==> config.mk <==
export PLATFORM = sky130hd
export DESIGN_NAME = sum_accum
export DESIGN_NICKNAME = d
export VERILOG_FILES = /design/src/rtl/sum_pkg.sv /design/src/rtl/mod_sum.sv /design/src/rtl/sum_accum.sv
export SDC_FILE = /design/constraint.sdc
export NUM_CORES = 1
export LEC_CHECK = 0
export ABC_AREA = 1
export BUFFER_PORTS_ARGS = -buffer_cell sky130_fd_sc_hd__buf_2
export CAP_MARGIN = 15
export CORE_MARGIN = 8
export CORE_UTILIZATION = 45
export CTS_BUF_LIST = sky130_fd_sc_hd__clkbuf_16
export DETAILED_ROUTE_END_ITERATION = 16
export GPL_ROUTABILITY_DRIVEN = 1
export PLACE_DENSITY = 0.83
export SLEW_MARGIN = 10
export SYNTH_ARGS = -nofsm -noshare
export SYNTH_HDL_FRONTEND = slang
export SYNTH_SLANG_ARGS = --single-unit
==> constraint.sdc <==
create_clock -name clk -period 5.9 [get_ports clk]
set_clock_uncertainty 0.15 [all_clocks]
set_input_delay 1.18 -clock clk [delete_from_list [all_inputs] [get_ports clk]]
set_output_delay 1.18 -clock clk [all_outputs]
set_load 0.1 [all_outputs]
==> src/rtl/sum_pkg.sv <==
// Shared definitions for the sum accumulator: FSM state encoding and default widths.
package sum_pkg;

    localparam int SUM_WIDTH = 4;
    localparam int SUM_CNT_W = 4;

    typedef enum logic [1:0] {
        IDLE  = 2'd0,
        ACCUM = 2'd1,
        DONE  = 2'd2
    } state_t;

endpackage

==> src/rtl/mod_sum.sv <==
// Unsigned ripple-carry adder; cout is the carry out of the most significant bit.
module mod_sum #(
    parameter int WIDTH = 4
) (
    input  logic [WIDTH-1:0] a,
    input  logic [WIDTH-1:0] b,
    output logic [WIDTH-1:0] sum,
    output logic             cout
);

    // The carry travels through a procedural variable so the chain stays a flat
    // combinational ripple rather than a self-referencing vector.
    always_comb begin
        logic c;
        c    = 1'b0;
        sum  = '0;
        for (int i = 0; i < WIDTH; i++) begin
            sum[i] = a[i] ^ b[i] ^ c;
            c      = (a[i] & b[i]) | (c & (a[i] ^ b[i]));
        end
        cout = c;
    end

endmodule

==> src/rtl/sum_accum.sv <==
// Handshaked unsigned accumulator with sticky carry and saturating operand count.
//   state | meaning
//   IDLE  | waiting for start, last result held on the outputs
//   ACCUM | accepting operands, adding each into the accumulator
//   DONE  | one-cycle completion pulse after the in_last operand
module sum_accum
    import sum_pkg::*;
#(
    parameter int WIDTH = SUM_WIDTH,
    parameter int CNT_W = SUM_CNT_W
) (
    input  logic             clk,
    input  logic             rst_n,
    input  logic             start,
    input  logic [WIDTH-1:0] in_data,
    input  logic             in_valid,
    input  logic             in_last,
    output logic             in_ready,
    output logic [WIDTH-1:0] acc_out,
    output logic             carry_out,
    output logic [CNT_W-1:0] count,
    output logic             busy,
    output logic             done
);

    state_t             state_q, state_d;
    logic [WIDTH-1:0]   acc_q, acc_d;
    logic               carry_q, carry_d;
    logic [CNT_W-1:0]   count_q, count_d;

    logic [WIDTH-1:0]   sum_w;
    logic               cout_w;
    logic               handshake;

    mod_sum #(
        .WIDTH (WIDTH)
    ) u_mod_sum (
        .a    (acc_q),
        .b    (in_data),
        .sum  (sum_w),
        .cout (cout_w)
    );

    assign in_ready  = (state_q == ACCUM);
    assign busy      = (state_q == ACCUM);
    assign done      = (state_q == DONE);
    assign handshake = in_valid & in_ready;

    always_comb begin
        state_d = state_q;
        acc_d   = acc_q;
        carry_d = carry_q;
        count_d = count_q;

        unique case (state_q)
            IDLE: begin
                if (start) begin
                    acc_d   = '0;
                    carry_d = 1'b0;
                    count_d = '0;
                    state_d = ACCUM;
                end
            end

            ACCUM: begin
                // A restart wins over an operand presented in the same cycle.
                if (start) begin
                    acc_d   = '0;
                    carry_d = 1'b0;
                    count_d = '0;
                end else if (handshake) begin
                    acc_d   = sum_w;
                    carry_d = carry_q | cout_w;
                    if (count_q != {CNT_W{1'b1}}) begin
                        count_d = count_q + CNT_W'(1);
                    end
                    if (in_last) begin
                        state_d = DONE;
                    end
                end
            end

            DONE: begin
                if (start) begin
                    acc_d   = '0;
                    carry_d = 1'b0;
                    count_d = '0;
                    state_d = ACCUM;
                end else begin
                    state_d = IDLE;
                end
            end

            default: begin
                state_d = IDLE;
            end
        endcase
    end

    always_ff @(posedge clk or negedge rst_n) begin
        if (!rst_n) begin
            state_q <= IDLE;
            acc_q   <= '0;
            carry_q <= 1'b0;
            count_q <= '0;
        end else begin
            state_q <= state_d;
            acc_q   <= acc_d;
            carry_q <= carry_d;
            count_q <= count_d;
        end
    end

    assign acc_out   = acc_q;
    assign carry_out = carry_q;
    assign count     = count_q;

endmodule

Yosys cells after proc, flatten, opt, wreduce, memory -nomap -nowiden
Index checks and enable logic that the tools add are counted. Widths: inputs -> output; s select.

$add $sub $neg: 1. $mul: 0. Div/mod/pow operators: 0. $lt $le $gt $ge: 0. Equal/unequal tests: 10. Shifts and indexed selects: 0. Mux-type cells: 18. Bitwise gates (word level): 19. Reduce and logical (&&, ||, !) cells: 6.

Operators with widths (count): $mux 4 (6); $pmux 4 s2 (2); $and 1x1->1 (8); $mux 2 (4); $reduce_and 4->1 (2); $xor 1x1->1 (7); $ne 2x2->1 const B (3); $ne 3x2->1 const B (2); $pmux 2 s3 (1); $add 4x1->4 const B (1); $mux 1 (4); $ne 2x1->1 const B (2); $ne 4x4->1 const B (1); $or 1x1->1 (4); $reduce_and 3->1 (1); $eq 2x1->1 const B (1); $eq 2x2->1 const B (1); $logic_not 2->1 (1); $pmux 1 s2 (1); $reduce_bool 2->1 (1); $reduce_or 2->1 (1).

Bits in registers: 11. Bits in latches: 0. Bits in writable memories: 0. Memory bits (read-only): 0. Bits of input ports: 9. Output and inout port bits: 12. Logic and storage cells: 58. Memories: 0.

Depth between registers and ports, before layout
Gate-level depths: netlist (run 1).

Depth after elaboration: 11. Mapped depth: 7. Mapped depth without buffers: 7.

Cells and area by module
Synthesis (run 1) repeated with hierarchy kept, for this count alone.

Cells, all modules: 85. Area, all modules: 669.4 µm².

By module, submodules not included: sum_accum (times used 1, cells an instance 71, area each 559.3 µm², seq. area each 275.3 µm²); mod_sum (times used 1, cells an instance 14, area each 110.1 µm², seq. area each 0.0 µm²).

Worst setup path before layout (run 1)
No wires, ideal clock.

Path type: flip-flop to output port. Start: register state_q[0]. End: output port in_ready. Arrival time: 2256 ps. Data required time: 4570 ps. Slack: 2314 ps. Stages on the path, launching flop included: 4. Buffers on the path: 1. Cells stage by stage: dfrtp_1 inv_2 nor2_1 buf_4.

Word-level cells in the longest chain between the ends: 1.

RTL lines: start, declared (line sum_accum.sv:26) `state_t state_q, state_d;`; start signal, assigned (line sum_accum.sv:107) `state_q <= state_d;`; $eq 2x1->1; end, declared (line sum_accum.sv:18) `output logic in_ready,`.

No other way between the ends.

Final worst setup path (run 1)
Start: input port in_data[0]. End: register carry_q, in the netlist carry_out.

Word-level cells in the longest chain between the ends: 11.

RTL lines: start, declared (line sum_accum.sv:15) `input logic [WIDTH-1:0] in_data,`; $and 1x1->1 (2 in series) (line mod_sum.sv:19) `c = (a[i] & b[i]) | (c & (a[i] ^ b[i]));`; $or 1x1->1 (line mod_sum.sv:19); $and 1x1->1 (line mod_sum.sv:19); $or 1x1->1 (line mod_sum.sv:19); $and 1x1->1 (line mod_sum.sv:19); $or 1x1->1 (line mod_sum.sv:19); $or 1x1->1 (line sum_accum.sv:73) `carry_d = carry_q | cout_w;`; $mux 1 (line sum_accum.sv:71) `end else if (handshake) begin`; $mux 1 (line sum_accum.sv:67) `if (start) begin`; $pmux 1 s2 (line sum_accum.sv:55) `unique case (state_q)`; end signal, assigned (line sum_accum.sv:109) `carry_q <= carry_d;`; end, declared (line sum_accum.sv:28) `logic carry_q, carry_d;`.

No other way between the ends. The select of a mux whose other input is x is not followed. A chain may end at the register's enable or synchronous reset.

==> flow_results.xml, run 1 <==
<?xml version="1.0" encoding="UTF-8"?>
<metrics>
  <group name="sta">
    <metric name="final_max_slew_viol_count" unit="">0</metric>
    <metric name="period_needed" unit="ns">2.966</metric>
    <metric name="setup-tns-final" unit="ns">0</metric>
    <metric name="worst_slew_margin_rel" unit="%">67.59</metric>
    <metric name="min_period_over_period" unit="%">50.27</metric>
    <metric name="unrepaired_setup_endpoints_after_global_routing" unit="">false</metric>
    <metric name="hold_violations" unit="">0</metric>
    <metric name="timing.fmax" unit="GHz">0.3372</metric>
    <metric name="layout_setup_ws" unit="ns">2.934</metric>
    <metric name="finalSetupViolCount" unit="">0</metric>
    <metric name="worst_pin_slew" unit="ns">0.4895</metric>
  </group>
  <group name="synth">
    <metric name="synth.ff_latch_count" unit="">11</metric>
    <metric name="yosys_warnings" unit="">0</metric>
    <metric name="synthDistinctLibCells" unit="">19</metric>
    <metric name="net_count_of_the_mapped_netlist" unit="">89</metric>
    <metric name="seq_area_frac_synth" unit="%">42.07</metric>
    <metric name="syn-instance-count" unit="">75</metric>
    <metric name="synthesis.area_per_instance" unit="um^2">8.725</metric>
    <metric name="syn_area" unit="um^2">654.4</metric>
  </group>
  <group name="global_route">
    <metric name="maximum_number_of_pins_on_one_net_before_global_route_repair" unit="">12</metric>
    <metric name="first_global_vias" unit="">553</metric>
    <metric name="grt_pass1_wl" unit="mm">2.339</metric>
    <metric name="initial_antenna_violation_count" unit="">0</metric>
    <metric name="grt_remaining_overflow" unit="">0</metric>
    <metric name="total_routing_resource_utilization_after_global_routing" unit="%">10.46</metric>
  </group>
  <group name="worst_setup_path">
    <metric name="worst_path_most_repeated_cell" unit="">sky130_fd_sc_hd__fa_1</metric>
    <metric name="critical_path_buf_inv_count" unit="">1</metric>
    <metric name="worst_path_max_delay_cell" unit="">sky130_fd_sc_hd__fa_1</metric>
    <metric name="path_class" unit="">in -&gt; reg</metric>
    <metric name="endpoint_type_of_the_worst_setup_path" unit="">flip-flop</metric>
    <metric name="critical_path.cell_chain" unit="">buf_2 &gt; ha_1 &gt; fa_1 &gt; fa_1 &gt; fa_1 &gt; o211ai_1 &gt; o21ai_2</metric>
    <metric name="r2r_setup_slack" unit="ns">3.59</metric>
    <metric name="crit_path_max_incr_delay" unit="ns">0.39</metric>
    <metric name="worst_ep_arrival_time" unit="ns">2.93</metric>
    <metric name="crit_path_start_kind" unit="">input pin</metric>
    <metric name="critical_path.reg2reg.startpoint" unit="">acc_out[0]</metric>
    <metric name="critPathTopFamily" unit="">adder cells</metric>
    <metric name="worst-endpoint-required" unit="ns">5.86</metric>
    <metric name="worst-r2r-cell-count" unit="">6</metric>
    <metric name="reg2reg_to" unit="">carry_out</metric>
    <metric name="crit_fanout" unit="">1</metric>
  </group>
  <group name="clock_tree">
    <metric name="clock_pin_transition_on_the_worst_setup_and_hold_timing_paths" unit="ns">0.04</metric>
    <metric name="clockRootBuffer" unit="">sky130_fd_sc_hd__clkbuf_16</metric>
    <metric name="cts_made_buffers" unit="">3</metric>
    <metric name="cts_tree" unit="">built</metric>
    <metric name="clkLatencyLatePin" unit="ns">0.23</metric>
    <metric name="cts_resized" unit="">0</metric>
    <metric name="cts.repair_timing.setup_buffer_count" unit="">0</metric>
    <metric name="maximum_buffer_depth_of_the_clock_tree" unit="">2</metric>
    <metric name="h-tree-depth" unit="">1</metric>
    <metric name="postCtsHoldBufs" unit="">0</metric>
    <metric name="clk_sinks" unit="">11</metric>
  </group>
  <group name="outcome">
    <metric name="run_status" unit="">finished, final reports clean</metric>
  </group>
  <group name="floorplanning">
    <metric name="io_pins" unit="">21</metric>
    <metric name="die_width" unit="um">54.14</metric>
    <metric name="floorplan_die_height" unit="um">54.14</metric>
    <metric name="initial_cell_density_of_the_core" unit="%">49.06</metric>
    <metric name="fp.dieArea" unit="um^2">2931</metric>
    <metric name="core" unit="um^2">1334</metric>
    <metric name="placement_rows" unit="">13</metric>
  </group>
  <group name="drt">
    <metric name="ant_nets" unit="">0</metric>
    <metric name="route.detailed.vias_per_inst" unit="">5.179</metric>
    <metric name="detailedRoute.firstIterationViolations" unit="">14</metric>
    <metric name="detailedRoute.firstPassIterationCount" unit="">4</metric>
    <metric name="routed_wl" unit="mm">1.377</metric>
    <metric name="num_vias" unit="">580</metric>
    <metric name="drc" unit="">0</metric>
    <metric name="wire_per_inst" unit="um">12.29</metric>
  </group>
  <group name="finish">
    <metric name="fraction_of_final_layout_cells_sized_beyond_drive_strength_1" unit="%">37.11</metric>
    <metric name="area_growth_syn_to_layout" unit="%">27.92</metric>
    <metric name="nNetsFinal" unit="">112</metric>
    <metric name="count_of_antenna_diodes_in_the_layout" unit="">0</metric>
    <metric name="stdcell_count" unit="">112</metric>
    <metric name="layout.core_utilization" unit="%">62.76</metric>
    <metric name="mostFrequentLayoutCells" unit="">24 x sky130_fd_sc_hd__nand2_1, 20 x sky130_fd_sc_hd__buf_2, 11 x sky130_fd_sc_hd__dfrtp_1</metric>
    <metric name="fillerInstances" unit="">117</metric>
    <metric name="mostFrequentLayoutCell" unit="">sky130_fd_sc_hd__nand2_1</metric>
  </group>
  <group name="pwr">
    <metric name="max-vdd-ir-drop" unit="V">0.0003392</metric>
    <metric name="p_per_area" unit="nW/um^2">478.0</metric>
    <metric name="leak_pwr" unit="nW">0.4612</metric>
  </group>
  <group name="placed_design">
    <metric name="placedCellCount" unit="">108</metric>
    <metric name="place.gp.congestion" unit="">0.7362</metric>
    <metric name="port_buffers" unit="">20</metric>
    <metric name="post-dp-hpwl" unit="mm">1.094</metric>
    <metric name="worst_setup_slack_after_placement" unit="ns">2.689</metric>
  </group>
  <group name="hold_path">
    <metric name="hold_start" unit="">state_q[1]</metric>
    <metric name="hold_path.class" unit="">reg -&gt; reg</metric>
    <metric name="worst_hold_stages" unit="">1</metric>
    <metric name="min_to" unit="">state_q[1]</metric>
  </group>
  <group name="run">
    <metric name="drv_cap" unit="">0</metric>
  </group>
</metrics>
[metrics by stage]
step,cell area (um^2),total power [mW],hold WS (ns)
floorplan,654.4,0.2521,0.2943
global placement,758.2,0.2793,0.3128
detailed placement,758.2,0.2820,0.3285
CTS,837.1,0.4041,0.3415
global route,837.1,0.4214,0.3812
finish,837.1,0.4001,0.3487
[state kept, by name, summed over array words and instances (netlist names)]
signal / cells
acc_out: 4
carry_out: 1
state_q: 2
count: 4
[worst register-to-register path, delay by kind of cell, from the launching register on]
kind            cells  cell delay [ns]
compound gates      2             0.30
fa+ha+maj           4             1.36
flops               1             0.39
[cell usage after synthesis]
cell	count	area, um^2
sky130_fd_sc_hd__inv_2	3	11.26
sky130_fd_sc_hd__o21ai_2	5	43.79
sky130_fd_sc_hd__nor2_1	6	22.52
sky130_fd_sc_hd__nand3_2	1	10.01
sky130_fd_sc_hd__or2_2	1	6.260
sky130_fd_sc_hd__nor3_1	1	5.000
sky130_fd_sc_hd__and3_1	1	6.260
sky130_fd_sc_hd__nor2_2	1	6.260
sky130_fd_sc_hd__ha_1	2	25.02
sky130_fd_sc_hd__o211ai_1	1	7.510
sky130_fd_sc_hd__nor2_4	1	11.26
sky130_fd_sc_hd__nand2_1	24	90.09
sky130_fd_sc_hd__nand3_1	7	35.03
sky130_fd_sc_hd__dfrtp_1	11	275.3
sky130_fd_sc_hd__nand2_2	1	6.260
sky130_fd_sc_hd__buf_4	2	15.01
sky130_fd_sc_hd__inv_1	3	11.26
sky130_fd_sc_hd__fa_1	3	60.06
sky130_fd_sc_hd__nand4_1	1	6.260
[report_power, final]
| part | switching, mW | internal (mW) |
|---|---|---|
| registers | 0.0154 | 0.0889 |
| logic | 0.143 | 0.0320 |
| clock network | 0.0319 | 0.0888 |
[layout make-up]
cell class,count,area [um^2],share of cell area (%)
inverter,6,22.52,2.691
multi-input combinational,56,341.6,40.81
timing repair buffer,20,100.1,11.96
sequential,11,275.3,32.88
clock buffer,3,75.07,8.969
tap,15,18.77,2.242
clock inverter,1,3.754,0.4484
[per-layer routing]
layer	global-route usage [%]	wire, um	vias up
met4	4.918	0	0
met5	0	0	-
met2	16.60	680	16
li1	-	-	285
met1	12.97	597	279
met3	2.479	99	0
[cells by family (layout without fill, tap and decap cells)]
family	count (synthesis)	after routing	synth area share [%]
flip-flops	11	11	42.06
adder cells (fa/ha/maj)	5	5	13.00
AO/OA/AOI/OAI	6	6	7.840
AND/OR/NAND/NOR	45	45	31.36
buffers and inverters	8	30	5.735
[how the worst max path moves through the flow]
| stage | depth (start not counted) | end | from |
|---|---|---|---|
| after floorplan | 3 | in_ready | state_q[0] |
| after global placement | 7 | carry_out | in_data[0] |
| after detailed placement | 7 | carry_out | in_data[0] |
| after CTS | 7 | carry_out | in_data[0] |
| after global routing | 7 | carry_out | in_data[0] |
| final | 7 | carry_out | in_data[0] |
No activity file was read; power rests on OpenSTA's default activity.
==> inputs of run 2 (changes only) <==
--- a/config.mk
+++ b/config.mk
@@ -5,7 +5,7 @@
 export SDC_FILE = /design/constraint.sdc
 export NUM_CORES = 1
 export LEC_CHECK = 0
-export ABC_AREA = 1
+export ABC_AREA = 0
 export BUFFER_PORTS_ARGS = -buffer_cell sky130_fd_sc_hd__buf_2
 export CAP_MARGIN = 15
 export CORE_MARGIN = 8
==> constraint.sdc (replaced) <==
create_clock -name clk -period 3.11 [get_ports clk]
set_clock_uncertainty 0.15 [all_clocks]
set_input_delay 0.622 -clock clk [delete_from_list [all_inputs] [get_ports clk]]
set_output_delay 0.622 -clock clk [all_outputs]
set_load 0.1 [all_outputs]
==> run 2 against run 1 <==
- sequential cell count is the same
- critical endpoint unchanged
- largest cell class unchanged
- combinational power rose by 47%
- count of clock-buffer cells in the layout is the same
- cell area grew 1.0%
- die area rose by 2.1%
- non-clock buffer count is the same
- sequential share of layout area down 0.34 points
- worst hold slack worse by 0.25 ns
- register-to-register slack got worse by 2.7 ns
- first-iteration DRC count shrank 79%
==> flow_results.xml, run 2 <==
<?xml version="1.0" encoding="UTF-8"?>
<metrics>
  <group name="synth">
    <metric name="number_of_synthesized_flops_with_an_enable_pin" unit="">0</metric>
    <metric name="synthesis.area_per_instance" unit="um^2">10.88</metric>
    <metric name="synth-main-ff-cell" unit="">sky130_fd_sc_hd__dfrtp_1</metric>
    <metric name="multiplexer_share_of_the_synthesized_area" unit="%">5.195</metric>
    <metric name="async_flop_share" unit="%">100.0</metric>
    <metric name="synth.ff_latch_count" unit="">11</metric>
    <metric name="net_count_of_the_mapped_netlist" unit="">76</metric>
    <metric name="syn-instance-count" unit="">62</metric>
    <metric name="yosys_warnings" unit="">0</metric>
    <metric name="synth_top_cell_by_area" unit="">sky130_fd_sc_hd__dfrtp_1</metric>
    <metric name="yosys.area.top_type_share" unit="%">40.82</metric>
    <metric name="synth_top_cells_by_area" unit="">sky130_fd_sc_hd__dfrtp_1 41%, sky130_fd_sc_hd__fa_1 8.9%, sky130_fd_sc_hd__nand2_1 6.7%</metric>
    <metric name="seq_area_frac_synth" unit="%">40.82</metric>
    <metric name="synth_most_common_cell" unit="">sky130_fd_sc_hd__nand2_1</metric>
    <metric name="synth-compound-area-share" unit="%">10.95</metric>
    <metric name="synth_area_in_adders" unit="%">12.62</metric>
    <metric name="synthDistinctLibCells" unit="">26</metric>
    <metric name="yosys-top-cells-count" unit="">12 x sky130_fd_sc_hd__nand2_1, 11 x sky130_fd_sc_hd__dfrtp_1, 6 x sky130_fd_sc_hd__nand3_1, 3 x sky130_fd_sc_hd__fa_1, 3 x sky130_fd_sc_hd__nor2b_1</metric>
    <metric name="post_synth_and_or_nand_nor_area_fraction" unit="%">25.42</metric>
    <metric name="syn_area" unit="um^2">674.4</metric>
    <metric name="xor_and_xnor_fraction_of_the_mapped_netlist_area" unit="%">0</metric>
    <metric name="synth_top_family_by_area" unit="">simple AND/OR/NAND/NOR gates</metric>
  </group>
  <group name="floorplanning">
    <metric name="placement_rows" unit="">14</metric>
    <metric name="core" unit="um^2">1454</metric>
    <metric name="floorplan_die_height" unit="um">54.71</metric>
    <metric name="io_pins" unit="">21</metric>
    <metric name="fp.dieArea" unit="um^2">2993</metric>
    <metric name="initial_cell_density_of_the_core" unit="%">46.39</metric>
    <metric name="die_width" unit="um">54.71</metric>
  </group>
  <group name="sta">
    <metric name="hold_violations" unit="">0</metric>
    <metric name="period_needed" unit="ns">2.336</metric>
    <metric name="worst_slew_margin_rel" unit="%">67.44</metric>
    <metric name="layout_setup_ws" unit="ns">0.7741</metric>
    <metric name="unrepaired_setup_endpoints_after_global_routing" unit="">false</metric>
    <metric name="timing.fmax" unit="GHz">0.4281</metric>
    <metric name="setup-tns-final" unit="ns">0</metric>
    <metric name="final_max_slew_viol_count" unit="">0</metric>
    <metric name="finalSetupViolCount" unit="">0</metric>
    <metric name="worst_pin_slew" unit="ns">0.4918</metric>
    <metric name="min_period_over_period" unit="%">75.11</metric>
    <metric name="hold_ws" unit="ns">0.09926</metric>
  </group>
  <group name="global_route">
    <metric name="grt_remaining_overflow" unit="">0</metric>
    <metric name="total_routing_resource_utilization_after_global_routing" unit="%">10.94</metric>
    <metric name="initial_antenna_violation_count" unit="">0</metric>
    <metric name="first_global_vias" unit="">554</metric>
    <metric name="grt_pass1_wl" unit="mm">2.359</metric>
    <metric name="maximum_number_of_pins_on_one_net_before_global_route_repair" unit="">12</metric>
  </group>
  <group name="drt">
    <metric name="wl_met1" unit="um">613</metric>
    <metric name="detailedRoute.firstPassIterationCount" unit="">4</metric>
    <metric name="num_vias" unit="">513</metric>
    <metric name="routed.top_layer" unit="">met3</metric>
    <metric name="detailedRoute.firstIterationViolations" unit="">3</metric>
    <metric name="routed_wl" unit="mm">1.367</metric>
    <metric name="met3_wirelength" unit="um">104</metric>
    <metric name="routed-wl-met2" unit="um">649</metric>
    <metric name="wire_per_inst" unit="um">13.81</metric>
    <metric name="drc" unit="">0</metric>
    <metric name="route.detailed.vias_per_inst" unit="">5.182</metric>
    <metric name="ant_nets" unit="">0</metric>
  </group>
  <group name="placed_design">
    <metric name="placedCellCount" unit="">95</metric>
    <metric name="post-dp-hpwl" unit="mm">1.070</metric>
    <metric name="worst_setup_slack_after_placement" unit="ns">0.5142</metric>
    <metric name="detailed_place.area" unit="um^2">767.0</metric>
    <metric name="port_buffers" unit="">20</metric>
    <metric name="place.gp.congestion" unit="">0.7183</metric>
  </group>
  <group name="pwr">
    <metric name="power" unit="mW">0.6741</metric>
    <metric name="p_per_area" unit="nW/um^2">797.0</metric>
    <metric name="leak_pwr" unit="nW">0.4593</metric>
    <metric name="max-vdd-ir-drop" unit="V">0.0003654</metric>
  </group>
  <group name="clock_tree">
    <metric name="cts_made_buffers" unit="">3</metric>
    <metric name="clock_pin_transition_on_the_worst_setup_and_hold_timing_paths" unit="ns">0.04</metric>
    <metric name="clk_sinks" unit="">11</metric>
    <metric name="cts.repair_timing.setup_buffer_count" unit="">0</metric>
    <metric name="postCtsHoldBufs" unit="">0</metric>
    <metric name="cts_resized" unit="">0</metric>
    <metric name="h-tree-depth" unit="">1</metric>
    <metric name="cts_tree" unit="">built</metric>
    <metric name="clkLatencyLatePin" unit="ns">0.24</metric>
    <metric name="clockRootBuffer" unit="">sky130_fd_sc_hd__clkbuf_16</metric>
    <metric name="maximum_buffer_depth_of_the_clock_tree" unit="">2</metric>
  </group>
  <group name="finish">
    <metric name="final_design_area_no_fill" unit="um^2">845.8</metric>
    <metric name="area_growth_syn_to_layout" unit="%">25.42</metric>
    <metric name="fraction_of_final_layout_cells_sized_beyond_drive_strength_1" unit="%">40.96</metric>
    <metric name="stdcell_count" unit="">99</metric>
    <metric name="count_of_antenna_diodes_in_the_layout" unit="">0</metric>
    <metric name="mostFrequentLayoutCell" unit="">sky130_fd_sc_hd__buf_2</metric>
    <metric name="layout.core_utilization" unit="%">58.18</metric>
    <metric name="mostFrequentLayoutCells" unit="">20 x sky130_fd_sc_hd__buf_2, 12 x sky130_fd_sc_hd__nand2_1, 11 x sky130_fd_sc_hd__dfrtp_1</metric>
    <metric name="nNetsFinal" unit="">98</metric>
  </group>
  <group name="worst_setup_path">
    <metric name="crit_path_max_incr_delay" unit="ns">0.39</metric>
    <metric name="r2r_setup_slack" unit="ns">0.88</metric>
    <metric name="critical_path.cell_chain" unit="">buf_2 &gt; ha_1 &gt; fa_1 &gt; fa_1 &gt; fa_1 &gt; a31oi_1 &gt; o21ai_0</metric>
    <metric name="worst-endpoint-required" unit="ns">3.07</metric>
    <metric name="critical_path_buf_inv_count" unit="">1</metric>
    <metric name="crit_fanout" unit="">1</metric>
    <metric name="critPathTopFamily" unit="">adder cells</metric>
    <metric name="crit_path_start_kind" unit="">input pin</metric>
    <metric name="path_class" unit="">in -&gt; reg</metric>
    <metric name="worst_path_most_repeated_cell" unit="">sky130_fd_sc_hd__fa_1</metric>
    <metric name="worst_ep_arrival_time" unit="ns">2.30</metric>
    <metric name="worst_path_max_delay_cell" unit="">sky130_fd_sc_hd__fa_1</metric>
    <metric name="endpoint_type_of_the_worst_setup_path" unit="">flip-flop</metric>
  </group>
  <group name="run">
    <metric name="drv_cap" unit="">0</metric>
  </group>
  <group name="hold_path">
    <metric name="hold_path.class" unit="">in -&gt; async</metric>
  </group>
  <group name="outcome">
    <metric name="run_status" unit="">finished, final reports clean</metric>
  </group>
</metrics>
==> run 2: power breakdown <==
group / switching [mW] / internal, mW
sequential: 0.0241 / 0.163
clock: 0.0616 / 0.169
combinational: 0.205 / 0.0515
total: 0.291 / 0.383
==> run 2: logic make-up (layout without fill, tap and decap cells) <==
group	after synthesis	after routing
simple gates	30	30
compound gates	9	9
fa+ha+maj	5	5
mux	3	3
buf+inv	4	25
flops	11	11
==> run 2: final cells by class <==
cell class	instances	area, um^2
clock buffers	3	75.07
flip-flops and latches	11	275.3
multi-input cells	47	367.9
fillers	134	608.1
clock inverters	1	3.754
inverters	1	3.754
well taps	16	20.02
repair buffers	20	100.1
==> run 2: final timing paths <==
kind                             from  cells after the start    endpoint
max in group asynchronous       rst_n                      1  acc_out[1]
min in group clk           acc_out[0]                      2  acc_out[0]
hold reg to reg            acc_out[0]                      2  acc_out[0]
setup / recovery           in_data[0]                      7   carry_out
hold / removal                  rst_n                      1    count[1]
setup reg to reg           acc_out[0]                      6   carry_out
==> run 2: per-layer routing <==
layer | GRT usage, % | vias up
met5 | 0 | -
met4 | 3.689 | 0
met3 | 5.163 | 0
met2 | 17.92 | 14
met1 | 12.18 | 244
li1 | - | 255
